## config.mk

```make
export PLATFORM = sky130hd
export DESIGN_NAME = vec_loader_flat
export DESIGN_NICKNAME = d
export VERILOG_FILES = /design/src/rtl/vec_pkg.sv /design/src/rtl/vec_loader_if.sv /design/src/rtl/vec_loader.sv /design/src/flat_wrapper.sv
export SDC_FILE = /design/constraint.sdc
export NUM_CORES = 1
export LEC_CHECK = 0
export ABC_CLOCK_PERIOD_IN_PS = 1600
export CAP_MARGIN = 30
export CORE_MARGIN = 1.5
export CORE_UTILIZATION = 41
export DETAILED_ROUTE_END_ITERATION = 10
export HOLD_SLACK_MARGIN = 0.15
export PLACE_DENSITY = 0.79
export SLEW_MARGIN = 25
export SYNTH_ARGS = -nofsm -noshare
export SYNTH_HDL_FRONTEND = slang
export SYNTH_SLANG_ARGS = --single-unit
export TNS_END_PERCENT = 20
```

## constraint.sdc

```tcl
create_clock -name clk -period 1.6 [get_ports clk]
set_clock_uncertainty 0.1 [all_clocks]
set_input_delay 0.24 -clock clk [delete_from_list [all_inputs] [get_ports clk]]
set_output_delay 0.24 -clock clk [all_outputs]
set_load 0.02 [all_outputs]
```

## src/rtl/vec_pkg.sv

```systemverilog
// Shared definitions for the vector loader: default geometry, field widths
// and the loader state type.
package vec_pkg;

   localparam int BITS_DEF = 8;
   localparam int N_DEF    = 4;
   localparam int LEN_W    = 8;
   localparam int SEL_W    = 4;

   typedef enum logic [1:0] {
      ST_IDLE   = 2'd0,
      ST_LOAD   = 2'd1,
      ST_COMMIT = 2'd2
   } ld_state_t;

   // A command length is usable only when it names between 1 and n elements.
   function automatic logic len_ok(input logic [LEN_W-1:0] len, input int n);
      return (len != '0) && (len <= LEN_W'(n));
   endfunction

endpackage

```

## src/rtl/vec_loader_if.sv

```systemverilog
// Command/element stream in, assembled vector and register-bank write out.
interface vec_loader_if
   import vec_pkg::*;
#(
   parameter int BITS = BITS_DEF,
   parameter int N    = N_DEF
);
   logic             cmd_valid;
   logic             cmd_ready;
   logic [SEL_W-1:0] cmd_sel;
   logic [LEN_W-1:0] cmd_len;
   logic             elem_valid;
   logic             elem_ready;
   logic [BITS-1:0]  elem_data;
   logic             abort;
   logic [BITS-1:0]  vec_out [N-1:0];
   logic [LEN_W-1:0] vec_len;
   logic [SEL_W-1:0] vec_sel;
   logic             write;
   logic             busy;
   logic             len_err;

   modport slave (
      input  cmd_valid, cmd_sel, cmd_len, elem_valid, elem_data, abort,
      output cmd_ready, elem_ready, vec_out, vec_len, vec_sel, write, busy, len_err
   );

   modport master (
      output cmd_valid, cmd_sel, cmd_len, elem_valid, elem_data, abort,
      input  cmd_ready, elem_ready, vec_out, vec_len, vec_sel, write, busy, len_err
   );
endinterface

```

## src/rtl/vec_loader.sv

```systemverilog
// Collects cmd_len stream elements into a zero-padded vector, then issues a
// single register-bank write strobe carrying the vector, length and index.
module vec_loader
   import vec_pkg::*;
#(
   parameter int BITS = BITS_DEF,
   parameter int N    = N_DEF
) (
   input  logic         clk,
   input  logic         rst_n,
   vec_loader_if.slave  bus
);
   localparam int CNT_W = $clog2(N + 1);

   ld_state_t        state_reg;
   logic [CNT_W-1:0] count_reg;
   logic [LEN_W-1:0] len_reg;
   logic [SEL_W-1:0] sel_reg;
   logic [BITS-1:0]  vec_reg [N-1:0];
   logic             write_reg;
   logic             err_reg;
   logic             cmd_ready_reg;
   logic             elem_en_reg;
   logic             busy_reg;

   logic             cmd_good;
   logic             cmd_take;
   logic             elem_take;
   logic             last_elem;

   assign cmd_good  = len_ok(bus.cmd_len, N);
   assign cmd_take  = cmd_ready_reg & bus.cmd_valid & cmd_good;
   assign elem_take = bus.elem_valid & bus.elem_ready;
   assign last_elem = (LEN_W'(count_reg) + LEN_W'(1)) == len_reg;

   always_ff @(posedge clk or negedge rst_n) begin
      if (!rst_n) begin
         state_reg     <= ST_IDLE;
         count_reg     <= '0;
         len_reg       <= '0;
         sel_reg       <= '0;
         write_reg     <= 1'b0;
         err_reg       <= 1'b0;
         cmd_ready_reg <= 1'b1;
         elem_en_reg   <= 1'b0;
         busy_reg      <= 1'b0;
      end else begin
         write_reg <= 1'b0;
         err_reg   <= 1'b0;
         case (state_reg)
            ST_IDLE: begin
               if (bus.cmd_valid) begin
                  if (cmd_good) begin
                     sel_reg       <= bus.cmd_sel;
                     len_reg       <= bus.cmd_len;
                     count_reg     <= '0;
                     state_reg     <= ST_LOAD;
                     cmd_ready_reg <= 1'b0;
                     elem_en_reg   <= 1'b1;
                     busy_reg      <= 1'b1;
                  end else begin
                     err_reg <= 1'b1;
                  end
               end
            end
            ST_LOAD: begin
               // Abort wins over a simultaneous element; elem_ready is already low.
               if (bus.abort) begin
                  state_reg     <= ST_IDLE;
                  cmd_ready_reg <= 1'b1;
                  elem_en_reg   <= 1'b0;
                  busy_reg      <= 1'b0;
               end else if (bus.elem_valid) begin
                  count_reg <= count_reg + CNT_W'(1);
                  if (last_elem) begin
                     state_reg   <= ST_COMMIT;
                     write_reg   <= 1'b1;
                     elem_en_reg <= 1'b0;
                  end
               end
            end
            ST_COMMIT: begin
               state_reg     <= ST_IDLE;
               cmd_ready_reg <= 1'b1;
               busy_reg      <= 1'b0;
            end
            default: begin
               state_reg     <= ST_IDLE;
               cmd_ready_reg <= 1'b1;
               elem_en_reg   <= 1'b0;
               busy_reg      <= 1'b0;
            end
         endcase
      end
   end

   // Clearing on command acceptance leaves elements [len..N-1] at zero.
   always_ff @(posedge clk or negedge rst_n) begin
      if (!rst_n) begin
         for (int i = 0; i < N; i++) vec_reg[i] <= '0;
      end else if (cmd_take) begin
         for (int i = 0; i < N; i++) vec_reg[i] <= '0;
      end else if (elem_take) begin
         for (int i = 0; i < N; i++) begin
            if (count_reg == CNT_W'(i)) vec_reg[i] <= bus.elem_data;
         end
      end
   end

   assign bus.cmd_ready  = cmd_ready_reg;
   assign bus.elem_ready = elem_en_reg & ~bus.abort;
   assign bus.busy       = busy_reg;
   assign bus.write      = write_reg;
   assign bus.len_err    = err_reg;
   assign bus.vec_len    = len_reg;
   assign bus.vec_sel    = sel_reg;

   for (genvar gi = 0; gi < N; gi++) begin : g_out
      assign bus.vec_out[gi] = vec_reg[gi];
   end

endmodule

```

## src/flat_wrapper.sv

```systemverilog
// flat-port wrapper written by rule: the top's interface ports become plain ports
module vec_loader_flat import vec_pkg::*;
#(
   parameter int BITS = BITS_DEF,
   parameter int N    = N_DEF
)
  (clk, rst_n, bus_cmd_valid, bus_cmd_sel, bus_cmd_len, bus_elem_valid, bus_elem_data, bus_abort, bus_cmd_ready, bus_elem_ready, bus_vec_out, bus_vec_len, bus_vec_sel, bus_write, bus_busy, bus_len_err);
  vec_loader_if #(.BITS(BITS), .N(N)) bus_i ();
  input  logic clk;
  input  logic rst_n;
  input wire logic [$bits(bus_i.cmd_valid)-1:0] bus_cmd_valid;
  input wire logic [$bits(bus_i.cmd_sel)-1:0] bus_cmd_sel;
  input wire logic [$bits(bus_i.cmd_len)-1:0] bus_cmd_len;
  input wire logic [$bits(bus_i.elem_valid)-1:0] bus_elem_valid;
  input wire logic [$bits(bus_i.elem_data)-1:0] bus_elem_data;
  input wire logic [$bits(bus_i.abort)-1:0] bus_abort;
  output wire logic [$bits(bus_i.cmd_ready)-1:0] bus_cmd_ready;
  output wire logic [$bits(bus_i.elem_ready)-1:0] bus_elem_ready;
  output wire logic [$bits(bus_i.vec_out)-1:0] bus_vec_out;
  output wire logic [$bits(bus_i.vec_len)-1:0] bus_vec_len;
  output wire logic [$bits(bus_i.vec_sel)-1:0] bus_vec_sel;
  output wire logic [$bits(bus_i.write)-1:0] bus_write;
  output wire logic [$bits(bus_i.busy)-1:0] bus_busy;
  output wire logic [$bits(bus_i.len_err)-1:0] bus_len_err;
  assign bus_i.cmd_valid = bus_cmd_valid;
  assign bus_i.cmd_sel = bus_cmd_sel;
  assign bus_i.cmd_len = bus_cmd_len;
  assign bus_i.elem_valid = bus_elem_valid;
  assign bus_i.elem_data = bus_elem_data;
  assign bus_i.abort = bus_abort;
  assign bus_cmd_ready = bus_i.cmd_ready;
  assign bus_elem_ready = bus_i.elem_ready;
  assign bus_vec_out = {>>{bus_i.vec_out}};
  assign bus_vec_len = bus_i.vec_len;
  assign bus_vec_sel = bus_i.vec_sel;
  assign bus_write = bus_i.write;
  assign bus_busy = bus_i.busy;
  assign bus_len_err = bus_i.len_err;
  vec_loader #(.BITS(BITS), .N(N)) u_core (.clk(clk), .rst_n(rst_n), .bus(bus_i));
endmodule
```

Word level (Yosys, flattened, before mapping)
Cells that the tools add are included.

storage, ports and cells
  logic and storage cells = 90
  input port bits = 25
  output and inout port bits = 49
  bits in registers = 54

operators by class
  bitwise logic cells = 6
  magnitude comparators = 1
  multiplexer cells = 36
  reductions and logical operators = 19
  $add $sub $neg = 2
  eq/ne operators = 13

operator list
  cell                 number
  $mux 32              2
  $mux 8               4
  $mux 1               16
  $mux 3               4
  $reduce_bool 2->1    6
  $mux 2               5
  $reduce_and 5->1     2
  $eq 8x8->1           1
  $le 8x3->1 const B   1
  $ne 2x2->1 const B   4
  $reduce_and 2->1     4
  $reduce_bool 8->1    1
  $eq 3x2->1 const B   2
  $pmux 3 s2           1
  $reduce_and 3->1     2
  $add 3x1->4 const B  1
  $and 1x1->1          4
  $pmux 1 s2           2
  $pmux 2 s2           1
  $reduce_and 4->1     1
  $add 3x1->3 const B  1
  $eq 3x1->1 const B   1
  $logic_not 3->1      1
  $ne 3x2->1 const B   1
  8 further kinds      9

Longest topological paths before layout
Gate-level depths: netlist (run 1).

  depth after elaboration = 6
  mapped depth = 6
  mapped depth without buffers = 6

Least setup slack after synthesis (run 1)
No wires, ideal clock.

  path kind = in2reg
  from = input bus_cmd_len[7]
  to = register u_core.sel_reg[0], in the netlist u_core.bus.vec_sel[0]
  slack = -0.368 ns
  stages on the path = 5
  data required time = 1.373 ns
  data arrival time = 1.740 ns
  path buffers = 1
  library setup time = 0.127 ns
  cell sequence = or4_4 -> nor4b_4 -> and3_1 -> buf_4 -> mux2_1

between the ends
  word-level cells in the longest chain between the ends = 3
  elaborated cells between the ends (all ways) = 4
  those cells by class = order compare (1); reduce/logical (3)

ends and longest elaborated chain
  item                                                    line                text
  start: declaration                                      flat_wrapper.sv:13  input wire logic [$bits(bus_i.cmd_len)-1:0] bus_cmd_len;
  $le 8x3->1 / $reduce_bool 8->1 (equally long branches)  vec_pkg.sv:18       return (len != '0) && (len <= LEN_W'(n));
  $logic_and 1x1->1 *                                     vec_pkg.sv:18
  $reduce_and 3->1 (no source line) *                     --
  end signal: assignment                                  vec_loader.sv:54    sel_reg <= bus.cmd_sel;
  end: declaration                                        vec_loader.sv:18    logic [SEL_W-1:0] sel_reg;

Mark *: on every way between the ends. The rest lies on a longest branch, timed or not.
A chain may end at the register's enable or synchronous reset.

Worst setup path after layout (run 1)
  from = input bus_cmd_len[3]
  to = register u_core.vec_reg, in the netlist u_core.bus.vec_out[20]

between the ends
  word-level cells in the longest chain between the ends = 5
  elaborated cells between the ends (all ways) = 8
  those cells by class = order compare (1); mux (1); bitwise (1); reduce/logical (5)

ends and longest elaborated chain
  item                                                    line               text
  $le 8x3->1 / $reduce_bool 8->1 (equally long branches)  vec_pkg.sv:18
  $logic_and 1x1->1 *                                     vec_pkg.sv:18
  $and 1x1->1 *                                           vec_loader.sv:32   assign cmd_take = cmd_ready_reg & bus.cmd_valid & cmd_good;
  $reduce_bool 2->1 (no source line)                      --
  $reduce_and 2->1 (no source line)                       --
  end signal: indexed assignment                          vec_loader.sv:105  if (count_reg == CNT_W'(i)) vec_reg[i] <= bus.elem_data;
  end: declaration                                        vec_loader.sv:19   logic [BITS-1:0] vec_reg [N-1:0];

Marked as above.

==> impl_metrics.env, run 1 <==
export IMPL_grt_max_degree=23
export IMPL_grt_use_total_pct=20.8
export IMPL_routedWlPerCell_um=15.0
export IMPL_crit_type="in2reg"
export IMPL_h_tree_depth=2
export IMPL_largest_reg_flops=32
export IMPL_max_clock_path_buffers=2
export IMPL_power_density_nw_per_um2=1010
export IMPL_yosysMostFrequentCell="dfrtp_1"
export IMPL_io_buffers=73
export IMPL_required_ns=1.70
export IMPL_whs_ns=0.377
export IMPL_synth_edff_count=0
export IMPL_root_buffer="clkbuf_8"
export IMPL_synthesis_area_um2=2320
export IMPL_post_place_ws_ns=-0.810
export IMPL_status="complete, but fails checks"
export IMPL_detail_route_antenna_nets=0
export IMPL_cts_tree="built"
export IMPL_final_period_utilization_pct=110
export IMPL_clkLatencyLatePin_ns=0.30
export IMPL_ys_seq_area_share_pct=58.3
export IMPL_die_height_um=78.2
export IMPL_crit_family="simple AND/OR/NAND/NOR gates"
export IMPL_rows=27
export IMPL_yosys_most_used_dff="dfrtp_1"
export IMPL_synth_area_leaders="dfrtp_1 57%, nand2_1 7.9%, a21oi_1 6.9%"
export IMPL_finalCriticalPeriod_ns=1.76
export IMPL_final_area_um2=3670
export IMPL_cts_buffers=5
export IMPL_setup_viol=53
export IMPL_syn_nets=259
export IMPL_syn_to_final_growth_pct=58.3
export IMPL_postPlaceCellArea_um2=3410
export IMPL_drc_errors=0
export IMPL_syn_inst=229
export IMPL_critPathCaptureType="flop"
export IMPL_synth_commonest_cells="53 x dfrtp_1, 49 x nand2_1, 32 x a21oi_1"
export IMPL_cap_violations=0
export IMPL_hold_path_class="in2async"
export IMPL_viasPerCell=5.24
export IMPL_slowest_stage="or4_4"
export IMPL_clock_sinks=54
export IMPL_crit_buf_inv=4
export IMPL_synth_top_area_cell="dfrtp_1"
export IMPL_overflow=0
export IMPL_ys_types=31
export IMPL_synth_top_area_share_pct=57.1
export IMPL_grt_pass1_vias=2098
export IMPL_irDropWorstVdd_uv=529
export IMPL_avgSynthCellArea_um2=10.1
export IMPL_drtIter0Drc=158
export IMPL_crit_chain="buf_6, or4_4, nor4b_4, buf_4, and3_4, buf_12, buf_16, a21oi_2"
export IMPL_die_w_um=78.2
export IMPL_crit_path_max_fanout=8
export IMPL_nNetsFinal=367
export IMPL_fin_util_pct=67.1
export IMPL_slowest_delay_ns=0.53
export IMPL_worst_slack_ns=-0.158
export IMPL_rsz0062_at_grt="true"
export IMPL_core_um2=5470
export IMPL_async_reset_ff_share_pct=100
export IMPL_vias=2144
export IMPL_maxSlewViolCount=0
export IMPL_gp_congestion=0.808
export IMPL_die_area_um2=6120
export IMPL_synth_seq_cells=54
export IMPL_p_leak_nw=1.81
export IMPL_wirelength_mm=6.12
export IMPL_final_hold_violation_count=0
export IMPL_start_util_pct=42.4
export IMPL_num_antenna_cells=0
export IMPL_max_freq_mhz=569
export IMPL_path_clk_slew_ns=0.09
export IMPL_yosys_warnings=0
export IMPL_dr_pass1_iters=4
export IMPL_grt_antenna_before_repair=0
export IMPL_drive_above_1_share_pct=27.3
export IMPL_grt_pass1_wl_mm=9.96
export IMPL_tightest_slew_ns=0.583
export IMPL_worstSetupStartpointType="input pin"
export IMPL_ios=74
export IMPL_worstPathArrival_ns=1.85
export IMPL_dp_hpwl_mm=4.09
export IMPL_p_total_mw=3.71
export IMPL_violations="setup timing"
export IMPL_slew_limit_headroom_pct=61.1
-- per-layer routing --
layer  track usage (%)  wire length (um)  up-vias
met4              6.61                78        0
li1                  -                 -      995
met5                 0                 0        -
met1              25.1              2390     1043
met3              4.53               451        8
met2              37.0              3200       98
-- worst reg2reg max path, delay by kind of cell (launching register included) --
kind | cells | cell delay, ns
simple gates | 2 | 0.21
fa+ha+maj | 2 | 0.47
flops | 1 | 0.42
buf+inv | 1 | 0.15
compound gates | 1 | 0.08
xor+xnor | 1 | 0.13
-- report_power, final --
part / leakage [nW] / switching, mW / internal (mW) / total (mW)
Combinational: 1.06 / 0.680 / 0.581 / 1.26
Sequential: 0.717 / 0.134 / 1.59 / 1.73
Clock: 0.0373 / 0.420 / 0.301 / 0.721
-- final cells by class --
| cell class | count | area, um^2 |
|---|---|---|
| fillers | 448 | 1800 |
| flip-flops and latches | 54 | 1350 |
| multi-input cells | 157 | 1070 |
| repair buffers | 113 | 1060 |
| well taps | 72 | 90.1 |
| clock buffers | 6 | 72.6 |
| inverters | 6 | 22.5 |
| clock inverters | 1 | 7.51 |
-- worst paths after layout --
| path | start | end | slack (ns) | cells past startpoint |
|---|---|---|---|---|
| hold / removal | rst_n | u_core.bus.vec_out[12]$_DFFE_PN0P_ | 0.38 | 2 |
| min in group clk | u_core.state_reg[1]$_DFFE_PN0P_ | u_core.bus.busy$_DFFE_PN0P_ | 0.40 | 1 |
| max in group asynchronous | rst_n | u_core.bus.vec_out[24]$_DFFE_PN0P_ | 0.52 | 3 |
| setup reg to reg | u_core.count_reg[0]$_DFFE_PN0P_ | u_core.elem_en_reg$_DFFE_PN0P_ | -0.07 | 7 |
| setup / recovery | bus_cmd_len[3] | u_core.bus.vec_out[20]$_DFFE_PN0P_ | -0.16 | 8 |
| hold reg to reg | u_core.state_reg[1]$_DFFE_PN0P_ | u_core.bus.busy$_DFFE_PN0P_ | 0.40 | 1 |
-- through the flow --
step	setup TNS, ns	instances
floorplan	-10.35	229
global placement	-37.18	396
detailed placement	-37.92	396
CTS	-4.63	409
global route	-7.02	409
finish	-4.71	409
-- cells by family after synthesis --
kind of cell | share of synthesized area, %
muxes | 3.40
and+or+nand+nor | 21.2
xor gates and xnor gates | 1.51
AOI/OAI and AO/OA | 9.27
adders and majority gates | 2.70
DFF | 58.3
buffers and inverters | 3.61
-- repair_timing --
item / CTS / global route
cloned: 2 / 0
hold buffers: 1 / 0
resized for setup: 89 / 16
hold endpoints to repair: 19 / 0
buffers inserted: 3 / 1
endpoints found under the setup margin: 100 / 56
pin swaps: 6 / 2
-- cell usage in the layout, fill, tap and decap left out, types with 3 or more instances in the layout --
| cell type | Yosys | final |
|---|---|---|
| nand2_1 | 49 | 48 |
| a21oi_2 | 0 | 19 |
| buf_12 | 0 | 3 |
| nor2_1 | 3 | 3 |
| mux2_4 | 0 | 7 |
| inv_1 | 6 | 6 |
| buf_6 | 0 | 3 |
| a21oi_1 | 32 | 13 |
| clkdlybuf4s50_1 | 0 | 19 |
| nand3_1 | 29 | 28 |
| and2_1 | 5 | 5 |
| clkbuf_8 | 0 | 5 |
| buf_4 | 4 | 32 |
| dlygate4sd2_1 | 0 | 46 |
| dfrtp_1 | 53 | 53 |
Power figures use the tool's default switching activity.
==> inputs of run 2 (changes only) <==
--- a/config.mk
+++ b/config.mk
@@ -16,4 +16,3 @@
 export SYNTH_ARGS = -nofsm -noshare
 export SYNTH_HDL_FRONTEND = slang
 export SYNTH_SLANG_ARGS = --single-unit
-export TNS_END_PERCENT = 20
==> run 2 against run 1 <==
Effect of this change: the flow still finishes with violations (setup timing); clock-buffer cell count grew 1; sequential share of layout area down 1.9 points; routed wire length grew 7.6%; maximum frequency rose by 0.42%; combinational power increased by 6%; via count grew 1.4%.
==> impl_metrics.env, run 2 (synthesized netlist as in run 1, its figures left out) <==
export IMPL_drtIter0Drc=171
export IMPL_grt_max_degree=43
export IMPL_overflow=0
export IMPL_largest_reg_flops=32
export IMPL_hold_path_class="in2async"
export IMPL_nNetsFinal=371
export IMPL_h_tree_depth=2
export IMPL_power_density_nw_per_um2=990
export IMPL_drive_above_1_share_pct=34.8
export IMPL_syn_to_final_growth_pct=67.4
export IMPL_grt_pass1_vias=2158
export IMPL_gr_usage_met1_pct=26.8
export IMPL_io_buffers=73
export IMPL_required_ns=1.70
export IMPL_worstPathArrival_ns=1.85
export IMPL_mostFrequentLayoutCells="51 x dfrtp_1, 46 x dlygate4sd2_1, 45 x nand2_1"
export IMPL_final_period_utilization_pct=109
export IMPL_vias=2175
export IMPL_die_area_um2=6120
export IMPL_multi_input_area_um2=1200
export IMPL_gp_congestion=0.804
export IMPL_grt_antenna_before_repair=0
export IMPL_endpoint="u_core.bus.vec_sel[0]$_DFFE_PN0P_"
export IMPL_reg2reg_depth=6
export IMPL_critPathCaptureType="flop"
export IMPL_whs_ns=0.242
export IMPL_die_height_um=78.2
export IMPL_slew_limit_headroom_pct=74.8
export IMPL_detail_route_antenna_nets=0
export IMPL_grt_pass1_wl_mm=10.4
export IMPL_worstSetupStartpointType="input pin"
export IMPL_reg2reg_from="u_core.count_reg[1]$_DFFE_PN0P_"
export IMPL_cts_tree="built"
export IMPL_routedWlPerCell_um=15.9
export IMPL_core_um2=5470
export IMPL_met2_usage_pct=37.8
export IMPL_final_hold_violation_count=0
export IMPL_setup_viol=52
export IMPL_met3_usage_pct=4.19
export IMPL_ios=74
export IMPL_path_clk_slew_ns=0.09
export IMPL_max_clock_path_buffers=2
export IMPL_startpoint="bus_cmd_len[4]"
export IMPL_tightest_slew_ns=0.377
export IMPL_cap_violations=0
export IMPL_crit_path_max_fanout=5
export IMPL_start_util_pct=42.4
export IMPL_fillCellCount=418
export IMPL_r2r_end="u_core.elem_en_reg$_DFFE_PN0P_"
export IMPL_dp_hpwl_mm=4.39
export IMPL_seqCellArea_um2=1360
export IMPL_p_total_mw=3.85
export IMPL_postPlaceCellArea_um2=3510
export IMPL_wirelength_mm=6.58
export IMPL_die_w_um=78.2
export IMPL_root_buffer="clkbuf_8"
export IMPL_stdcell_count=414
export IMPL_rows=27
export IMPL_fin_util_pct=71.0
export IMPL_dr_pass1_iters=4
export IMPL_grt_use_total_pct=21.9
export IMPL_place_inst=392
export IMPL_violations="setup timing"
export IMPL_crit_type="in2reg"
export IMPL_status="complete, but fails checks"
export IMPL_max_freq_mhz=571
export IMPL_num_antenna_cells=0
export IMPL_final_area_um2=3880
export IMPL_irDropWorstVdd_uv=541
export IMPL_worst_slack_ns=-0.150
export IMPL_grt_busiest_layer="met2"
export IMPL_rrSetupSlack_ns=-0.10
export IMPL_clock_sinks=54
export IMPL_p_leak_nw=1.87
export IMPL_viasPerCell=5.25
export IMPL_final_common_cell="dfrtp_1"
export IMPL_drc_errors=0
export IMPL_maxSlewViolCount=0
export IMPL_finalCriticalPeriod_ns=1.75
export IMPL_clkLatencyLatePin_ns=0.30
export IMPL_rsz0062_at_grt="true"
export IMPL_cts_buffers=5
run 2: worst min path at each step:
stage	startpoint	end
floorplan	rst_n	u_core.bus.busy$_DFFE_PN0P_
global placement	rst_n	u_core.bus.vec_out[18]$_DFFE_PN0P_
detailed placement	rst_n	u_core.bus.vec_out[18]$_DFFE_PN0P_
CTS	rst_n	u_core.bus.vec_out[18]$_DFFE_PN0P_
global route	rst_n	u_core.bus.vec_out[18]$_DFFE_PN0P_
finish	rst_n	u_core.bus.vec_out[18]$_DFFE_PN0P_
run 2: timing repair:
action	4_1_cts	5_1_grt
setup endpoints to repair	101	56
gates cloned	2	0
endpoints found under the hold margin	53	0
hold buffers	1	0
gates resized for setup	78	32
pin swaps	5	3
buffers inserted	4	9
run 2: stage by stage:
stage                     setup TNS, ns  setup WS [ns]
final                             -5.02         -0.150
after floorplan                  -10.81         -0.362
after CTS                         -5.52         -0.175
after global placement           -36.85         -0.781
after global routing              -8.39         -0.213
after detailed placement         -39.48         -0.835
run 2: routing by layer:
metal  share of wire, %  routed length (um)
met3                6.7                 441
met2                 52                3440
met1                 39                2540
met4                2.5                 163
met5                  0                   0
run 2: power breakdown:
part           internal (mW)  total [mW]  switching (mW)
sequential              1.60        1.74           0.140
clock                  0.350       0.767           0.418
combinational          0.620        1.34           0.724
total                   2.57        3.85            1.28
run 2: layout make-up:
type,count,area share (%)
sequential,54,34.9
multi-input combinational,157,30.9
timing repair buffer,117,29.0
tap,72,2.32
clock buffer,7,2.22
inverter,6,0.580
clock inverter,1,0.129
run 2: critical path, cell delays in order:
cell	delay (ns)
buf_6	0.09
or4_4	0.53
nor4b_4	0.28
buf_4	0.17
and3_4	0.24
mux2_4	0.31
==> inputs of run 3 (changes only) <==
--- a/config.mk
+++ b/config.mk
@@ -6,12 +6,13 @@
 export NUM_CORES = 1
 export LEC_CHECK = 0
 export ABC_CLOCK_PERIOD_IN_PS = 1600
-export CAP_MARGIN = 30
+export CAP_MARGIN = 40
 export CORE_MARGIN = 1.5
-export CORE_UTILIZATION = 41
+export CORE_UTILIZATION = 43
+export CTS_BUF_LIST = sky130_fd_sc_hd__clkbuf_8
 export DETAILED_ROUTE_END_ITERATION = 10
 export HOLD_SLACK_MARGIN = 0.15
-export PLACE_DENSITY = 0.79
+export PLACE_DENSITY = 0.82
 export SLEW_MARGIN = 25
 export SYNTH_ARGS = -nofsm -noshare
 export SYNTH_HDL_FRONTEND = slang
==> run 3 against run 2 <==
Effect of this change: final cell count unchanged; the run still ends with setup timing left; non-clock buffer count increased by 2; design area increased by 0.13%; first-iteration DRC count increased by 11%; setup slack improved by 0.021 ns; largest power group unchanged; critical path type unchanged; sequential share of layout area decreased by 0.11 points; clock power increased by 17%; sequential power about the same; power increased by 3.6%; global-route usage increased by 2.7 points.
==> impl_metrics.env, run 3 (synthesized netlist as in run 1, its figures left out) <==
export IMPL_multi_input_area_um2=1190
export IMPL_rsz0062_at_grt="true"
export IMPL_post_place_ws_ns=-0.836
export IMPL_h_tree_depth=2
export IMPL_final_hold_violation_count=0
export IMPL_viasPerCell=5.41
export IMPL_worstSetupStartpointType="input pin"
export IMPL_drc_errors=0
export IMPL_die_w_um=76.5
export IMPL_grt_use_total_pct=24.7
export IMPL_slowest_stage="or4_4"
export IMPL_place_inst=391
export IMPL_drtIter0Drc=189
export IMPL_wirelength_mm=7.07
export IMPL_cts_buffers=5
export IMPL_required_ns=1.70
export IMPL_final_common_cell="dfrtp_1"
export IMPL_fillCellCount=360
export IMPL_mostFrequentLayoutCells="53 x dfrtp_1, 46 x nand2_1, 45 x dlygate4sd2_1"
export IMPL_dr_pass1_iters=5
export IMPL_seqCellArea_um2=1350
export IMPL_nNetsFinal=373
export IMPL_violations="setup timing"
export IMPL_overflow=0
export IMPL_setup_viol=52
export IMPL_grt_antenna_before_repair=0
export IMPL_crit_path_max_fanout=7
export IMPL_fin_util_pct=75.7
export IMPL_clkLatencyLatePin_ns=0.31
export IMPL_critPathCaptureType="flop"
export IMPL_ios=74
export IMPL_dp_hpwl_mm=4.67
export IMPL_largest_reg_flops=32
export IMPL_stdcell_count=414
export IMPL_grt_pass1_vias=2298
export IMPL_gp_congestion=0.804
export IMPL_tightest_slew_ns=0.519
export IMPL_path_clk_slew_ns=0.10
export IMPL_root_buffer="clkbuf_8"
export IMPL_detail_route_antenna_nets=0
export IMPL_irDropWorstVdd_uv=605
export IMPL_cpMostUsedCell="buf_6"
export IMPL_status="complete, but fails checks"
export IMPL_slowest_delay_ns=0.53
export IMPL_worstPathArrival_ns=1.83
export IMPL_start_util_pct=45.2
export IMPL_maxSlewViolCount=0
export IMPL_grt_pass1_wl_mm=11.2
export IMPL_cap_violations=0
export IMPL_max_clock_path_buffers=2
export IMPL_finalCriticalPeriod_ns=1.73
export IMPL_p_leak_nw=1.90
export IMPL_core_um2=5140
export IMPL_grt_max_degree=23
export IMPL_vias=2238
export IMPL_max_freq_mhz=578
export IMPL_power_density_nw_per_um2=1020
export IMPL_cts_tree="built"
export IMPL_drive_above_1_share_pct=34.6
export IMPL_io_buffers=73
export IMPL_worst_slack_ns=-0.130
export IMPL_die_height_um=76.5
export IMPL_final_period_utilization_pct=108
export IMPL_slew_limit_headroom_pct=65.4
export IMPL_num_antenna_cells=0
export IMPL_clock_sinks=54
export IMPL_routedWlPerCell_um=17.1
export IMPL_syn_to_final_growth_pct=67.6
export IMPL_hold_path_class="in2async"
export IMPL_rows=26
export IMPL_crit_type="in2reg"
export IMPL_die_area_um2=5850
export IMPL_crit_chain="buf_6, or4_4, nor4b_4, buf_4, and3_4, buf_6, buf_12, a21oi_2"
## run 3: cell types whose count changed in the layout (fill, tap and decap cells not counted), sizes merged
cell           previous run  this run
bufinv                    0         1
dlygate4sd2              46        45
clkbuf                    7         6
dlymetal6s2s              2         3
clkinv                    1         2
buf                      47        49
clkdlybuf4s15             2         1
## run 3: cell type report
cell class	count	area share [%]
clock inverters	3	1.03
multi-input cells	157	30.5
inverters	6	0.579
repair buffers	119	29.1
flip-flops and latches	54	34.8
well taps	70	2.25
clock buffers	5	1.77
## run 3: where the power goes
group          switching (mW)  internal [mW]
combinational           0.749          0.614
clock                   0.434          0.461
sequential              0.135           1.59
total                    1.32           2.67
## run 3: per-layer routing
metal	GRT usage, %	wire [um]	vias up	part of all wire, %
li1	-	-	1009	-
met1	28.0	2610	1123	37
met2	44.7	3910	96	55
met3	5.63	475	10	6.7
met4	9.63	82	0	1.2
met5	0	0	-	0
## run 3: what timing repair did
action | CTS | global route
pin swaps | 6 | 11
hold endpoints to repair | 19 | 0
cloned | 3 | 1
buffers inserted | 8 | 5
hold buffers | 1 | 0
gates resized for setup | 73 | 37
setup endpoints to repair | 100 | 57
## run 3: worst paths after layout
path	to	cells past startpoint	startpoint	slack, ns
worst max-delay path	u_core.bus.vec_out[24]$_DFFE_PN0P_	8	bus_cmd_len[5]	-0.13
worst min-delay path	u_core.bus.vec_out[23]$_DFFE_PN0P_	2	rst_n	0.33
worst max register to register	u_core.elem_en_reg$_DFFE_PN0P_	6	u_core.count_reg[0]$_DFFE_PN0P_	-0.10
worst min register to register	u_core.bus.busy$_DFFE_PN0P_	1	u_core.state_reg[1]$_DFFE_PN0P_	0.41
max in group asynchronous	u_core.bus.vec_out[26]$_DFFE_PN0P_	3	rst_n	0.50
min in group clk	u_core.bus.busy$_DFFE_PN0P_	1	u_core.state_reg[1]$_DFFE_PN0P_	0.41
## run 3: metrics by stage
step | hold WS (ns) | total power [mW] | area (um^2) | TNS, ns
after global placement | 0.126 | 3.12 | 3500 | -36.95
after CTS | 0.334 | 3.92 | 3750 | -5.61
after global routing | 0.373 | 4.17 | 3890 | -6.78
after floorplan | -0.156 | 2.43 | 2500 | -10.81
final | 0.330 | 3.99 | 3890 | -4.29
after detailed placement | 0.130 | 3.18 | 3500 | -39.49
## run 3: worst max-delay path, delay by kind of cell
kind,cells,cell delay (ns)
compound gates,1,0.04
buf+inv,4,0.52
simple gates,3,1.03
